### config.mk
export PLATFORM = sky130hd
export DESIGN_NAME = joypad_reader_flat
export DESIGN_NICKNAME = d
export VERILOG_FILES = /design/src/rtl/joypad_reader_if.sv /design/src/rtl/joypad_reader.sv /design/src/flat_wrapper.sv
export SDC_FILE = /design/constraint.sdc
export NUM_CORES = 1
export LEC_CHECK = 0
export CORE_MARGIN = 1.5
export CORE_UTILIZATION = 49
export CTS_BUF_LIST = sky130_fd_sc_hd__clkbuf_16
export CTS_CLUSTER_SIZE = 14
export DETAILED_ROUTE_END_ITERATION = 8
export PLACE_DENSITY = 0.76
export SLEW_MARGIN = 25
export SYNTH_ARGS = -nofsm -noshare
export SYNTH_HDL_FRONTEND = slang
export SYNTH_SLANG_ARGS = --single-unit
### constraint.sdc
create_clock -name I_clock -period 1.34 [get_ports I_clock]
set_clock_uncertainty 0.1 [all_clocks]
set_input_delay 0.268 -clock I_clock [delete_from_list [all_inputs] [get_ports I_clock]]
set_output_delay 0.268 -clock I_clock [all_outputs]
set_load 0.03 [all_outputs]
### src/rtl/joypad_reader_if.sv
// joypad_reader_if: request/pin/result bundle
// for the NES controller read path.
interface joypad_reader_if #(
    parameter int P_width = 8
);
    logic               I_start;
    logic               I_data;
    logic               O_latch;
    logic               O_clk;
    logic               O_busy;
    logic               O_valid;
    logic [P_width-1:0] O_bits;

    modport master (
        output I_start,
        output I_data,
        input  O_latch,
        input  O_clk,
        input  O_busy,
        input  O_valid,
        input  O_bits
    );

    modport slave (
        input  I_start,
        input  I_data,
        output O_latch,
        output O_clk,
        output O_busy,
        output O_valid,
        output O_bits
    );
endinterface

### src/rtl/joypad_reader.sv
// joypad_reader: latches the NES pad, shifts out
// P_width serial bits and presents them LSB first.
module joypad_reader #(
    parameter int P_width      = 8,
    parameter int P_half       = 6,
    parameter int P_active_low = 1
) (
    input  logic I_clock,
    input  logic I_reset,
    joypad_reader_if.slave bus
);
    localparam int CW = $clog2(P_half + 1);
    localparam int IW =
        (P_width > 1) ? $clog2(P_width) : 1;
    localparam logic [CW-1:0] PH_LAST =
        CW'(P_half - 1);
    localparam logic [IW-1:0] IX_LAST =
        IW'(P_width - 1);
    localparam logic INV = (P_active_low != 0);

    localparam logic [2:0] S_IDLE  = 3'd0;
    localparam logic [2:0] S_LATCH = 3'd1;
    localparam logic [2:0] S_LOW   = 3'd2;
    localparam logic [2:0] S_HIGH  = 3'd3;
    localparam logic [2:0] S_DONE  = 3'd4;

    logic [2:0]         state;
    logic [CW-1:0]      phase;
    logic [IW-1:0]      index;
    logic               sync1;
    logic               sync2;
    logic [P_width-1:0] shadow;
    logic [P_width-1:0] shadow_next;
    logic [P_width-1:0] bits;
    logic               phase_end;
    logic               bit_in;

    assign phase_end = (phase == PH_LAST);
    assign bit_in    = sync2 ^ INV;

    // Shadow with the current sample merged in.
    always_comb begin
        shadow_next        = shadow;
        shadow_next[index] = bit_in;
    end

    // Two-flop synchronizer for the pad data pin.
    always_ff @(posedge I_clock or posedge I_reset) begin
        if (I_reset) begin
            sync1 <= 1'b0;
            sync2 <= 1'b0;
        end else begin
            sync1 <= bus.I_data;
            sync2 <= sync1;
        end
    end

    // Read sequencer: latch, then LOW/HIGH per bit.
    always_ff @(posedge I_clock or posedge I_reset) begin
        if (I_reset) begin
            state  <= S_IDLE;
            phase  <= '0;
            index  <= '0;
            shadow <= '0;
            bits   <= '0;
        end else begin
            unique case (state)
                S_IDLE: begin
                    phase <= '0;
                    if (bus.I_start)
                        state <= S_LATCH;
                end
                S_LATCH: begin
                    if (phase_end) begin
                        phase <= '0;
                        index <= '0;
                        state <= S_LOW;
                    end else begin
                        phase <= phase + CW'(1);
                    end
                end
                S_LOW: begin
                    if (phase_end) begin
                        phase  <= '0;
                        shadow <= shadow_next;
                        if (index == IX_LAST) begin
                            bits  <= shadow_next;
                            state <= S_DONE;
                        end else begin
                            state <= S_HIGH;
                        end
                    end else begin
                        phase <= phase + CW'(1);
                    end
                end
                S_HIGH: begin
                    if (phase_end) begin
                        phase <= '0;
                        index <= index + IW'(1);
                        state <= S_LOW;
                    end else begin
                        phase <= phase + CW'(1);
                    end
                end
                S_DONE: begin
                    phase <= '0;
                    state <= bus.I_start ? S_LATCH
                                         : S_IDLE;
                end
                default: state <= S_IDLE;
            endcase
        end
    end

    assign bus.O_latch = (state == S_LATCH);
    assign bus.O_clk   = (state == S_HIGH);
    assign bus.O_busy  = (state == S_LATCH) ||
                         (state == S_LOW)   ||
                         (state == S_HIGH);
    assign bus.O_valid = (state == S_DONE);
    assign bus.O_bits  = bits;
endmodule

### src/flat_wrapper.sv
// flat-port wrapper written by rule: the top's interface ports become plain ports
module joypad_reader_flat 
#(
    parameter int P_width      = 8,
    parameter int P_half       = 6,
    parameter int P_active_low = 1
)
  (I_clock, I_reset, bus_I_start, bus_I_data, bus_O_latch, bus_O_clk, bus_O_busy, bus_O_valid, bus_O_bits);
  joypad_reader_if #(.P_width(P_width)) bus_i ();
  input  logic I_clock;
  input  logic I_reset;
  input wire logic [$bits(bus_i.I_start)-1:0] bus_I_start;
  input wire logic [$bits(bus_i.I_data)-1:0] bus_I_data;
  output wire logic [$bits(bus_i.O_latch)-1:0] bus_O_latch;
  output wire logic [$bits(bus_i.O_clk)-1:0] bus_O_clk;
  output wire logic [$bits(bus_i.O_busy)-1:0] bus_O_busy;
  output wire logic [$bits(bus_i.O_valid)-1:0] bus_O_valid;
  output wire logic [$bits(bus_i.O_bits)-1:0] bus_O_bits;
  assign bus_i.I_start = bus_I_start;
  assign bus_i.I_data = bus_I_data;
  assign bus_O_latch = bus_i.O_latch;
  assign bus_O_clk = bus_i.O_clk;
  assign bus_O_busy = bus_i.O_busy;
  assign bus_O_valid = bus_i.O_valid;
  assign bus_O_bits = bus_i.O_bits;
  joypad_reader #(.P_width(P_width), .P_half(P_half), .P_active_low(P_active_low)) u_core (.I_clock(I_clock), .I_reset(I_reset), .bus(bus_i));
endmodule
==> run summary, run 1 <==
Tmin final: 1.510 ns
vias per cell: 5.409
Rel. slew slack: 78.79%
synthesis-stage register bit count: 27
Die X: 55.15 um
Worst Setup Path Type: flip-flop to output port
synthesized area: 1333 um2
Sink Count: 27
Worst Max-Slew Pin Slew: 0.3181 ns
crit path DAT: 1.14 ns
Seq pwr share: 54.5%
Yosys top cell area share: 50.70%
Antenna Cells: 0
RSZ-0062 raised after global routing: true
setup ws final: -0.1701 ns
EDFF count, synth: 0
Tot Pwr: 1526 uW
Ports: 16
initial DRC count: 10
failing checks: negative setup slack
Sw Ratio: 18.51%
Mapped Avg Cell Area: 11.79 um2
FFs w/ async S/R, synth: 100.0%
worst slack at placement: -0.2070 ns
Routed Antenna Nets: 0
total grt overflow: 0
Yosys cell types: 27
number of global-route vias before repair: 934
fin nets: 153
Leak: 0.0008903 uW
Worst-path clk slew: 0.06 ns
DP Cell Count: 165
Synthesis Warnings: 0
RePlAce Congestion: 0.7048
Switching Power: 282.6 uW
max-slew violations: 0
Post-Syn Instances: 113
HPWL Detailed: 1.708 mm
via count: 952
CTS Buf Count: 3
num rows: 18
Layout Cells excl Fill: 176
worst-skew pair later-pin latency: 0.25 ns
area of the core: 2522 um2
die height: 55.15 um
CTS tree: yes
CP Launch Type: flip-flop
Pwr per Cell Area: 829.9 nW/um2
CTS H-tree lvls: 1
largest net degree at the start of global routing: 28
required time worst endpoint: 0.97 ns
remaining routing DRC violations: 0
gr usage total: 20.42%
top cell type by total area after synthesis: dfrtp_1
period utilisation layout: 112.7%
Comb power frac: 3.0%
initial antenna violation count: 0
cts-stage hold buffer count: 0
Root Driver: clkbuf_16
Max FO, Critical Path: 4
final hold vios: 0
IO buf count: 15
sequential area share after synthesis: 50.70%
Crit. End Element: output port
Peak Freq: 662.2 MHz
Clk pwr share: 42.5%
first-pass GRT wire length: 4.326 mm
fraction of layout instances using a drive strength above 1: 47.95%
Initial Util: 52.83%
die area: 3042 um2
peak supply drop: 0.0008287 V
largest cells by area after synthesis: dfrtp_1, mux2_2, mux2i_1
Worst Hold Class: primary input to asynchronous set/reset pin
CTS Buffer Depth: 2
Synth Flop Type: dfrtp_1
WL/cell: 16.10 um
status: complete, but fails checks
Setup Viol. Count Final: 22
Layout fillers: 175
TritonRoute pass-1 iters: 4
Post-Route WL: 2.833 mm
total of max-cap violations: 0
Int Pwr: 1244 uW
Area Overhead vs Synth: 38.03%
syn nets: 119
[metal layers]
layer,up-vias,share of wire (%),track usage (%)
met5,-,0,0
met4,0,1.7,7.317
met3,6,2.8,2.688
met2,17,51,35.52
met1,474,45,25.95
li1,455,-,-
[power groups by stage]
stage	sequential, uW	combinational [uW]	clock [uW]
after floorplan	842	26.9	0
after global placement	846	44.0	0
after detailed placement	847	46.2	0
after CTS	832	46.2	665
after global routing	832	50.9	691
final	832	45.3	649
[metrics by stage]
step / instance area, um2 / TNS, ns / hold WS [ns] / util (%)
final: 1839 / -2.762 / 0.2470 / 72.92
after detailed placement: 1578 / -3.057 / 0.2498 / 62.55
after floorplan: 1345 / -1.445 / 0.1994 / -
after global placement: 1578 / -2.727 / 0.2366 / 62.55
after global routing: 1839 / -3.468 / 0.2709 / 72.92
after CTS: 1804 / -2.465 / 0.2539 / 71.53
[logic make-up (layout without fill, tap and decap cells)]
family,after synthesis,after routing,synth area share [%]
buffers and inverters,17,49,5.446
multiplexers,28,28,22.44
flip-flops,27,27,50.70
AND/OR/NAND/NOR,34,35,16.90
AO/OA/AOI/OAI,5,5,2.629
adder cells (fa/ha/maj),2,2,1.878
[final timing paths]
check,startpoint,endpoint,slack (ns),depth (start not counted)
max in group asynchronous,I_reset,u_core.index[2],0.73,3
worst min register to register,u_core.sync1,u_core.sync2,0.26,0
worst min-delay path,I_reset,u_core.sync1,0.25,3
worst max-delay path,u_core.state[1],bus_O_valid,-0.17,4
min in group I_clock,u_core.sync1,u_core.sync2,0.26,0
worst max register to register,u_core.state[2],u_core.bus.O_bits[7],-0.16,3
[cell usage after synthesis, types with 2 or more instances]
cell type	number
dfrtp_1	27
mux2_2	15
mux2i_1	13
inv_1	11
nor2_1	5
nor3b_1	5
buf_2	4
nand3b_1	4
nor2b_1	4
a21bo_2	2
ha_1	2
nand2_1	2
nand3_1	2
nand4_1	2
nor3_1	2
o21ai_0	2
[registers in the layout, indices dropped and copies added (netlist names)]
name / cells
u_core.bus.O_bits: 8
u_core.index: 3
u_core.sync2: 1
u_core.phase: 3
u_core.sync1: 1
u_core.shadow: 8
u_core.state: 3
[critical path: stages, from the launching register on]
cell,delay (ns)
dfrtp_1,0.38
buf_6,0.13
nor2_4,0.11
and2_4,0.14
buf_6,0.12
[cells in the final DEF (no fill, tap or decap), types with 2 or more instances in the layout]
master and n:
dfrtp_1 26, buf_4 23, mux2_2 15, mux2i_1 13, inv_1 12, buf_6 6, nor3b_2 4, nand3b_1 4
nor2_1 4, nor2b_1 3, clkbuf_16 3, clkdlybuf4s50_1 3, nand2_4 2, nand3_4 2, nand4_1 2, a21bo_2 2
buf_12 2
[what timing repair did]
item / in CTS / in global routing
resized for setup: 24 / 5
setup buffers: 4 / 2
endpoints found under the setup margin: 24 / 25
cloned: 1 / 0
pin swaps: 6 / 1
[final cells by class]
cell class                      instances  area [um2]  share of cell area (%)
Multi-Input combinational cell         70       694.4                   37.76
Tap cell                               30       37.54                   2.041
Clock buffer                            3       75.07                   4.082
Clock inverter                          1       3.754                  0.2041
Sequential cell                        27       676.9                   36.80
Inverter                               11       41.29                   2.245
Timing Repair Buffer                   34       310.3                   16.87
Note: power is estimated with default switching activity, not from simulation.
==> run 2: changes to the inputs <==
- SLEW_MARGIN: 25 -> 20
==> results of run 2 <==
No change in the layout: final DEF, timing and power equal those of run 1.
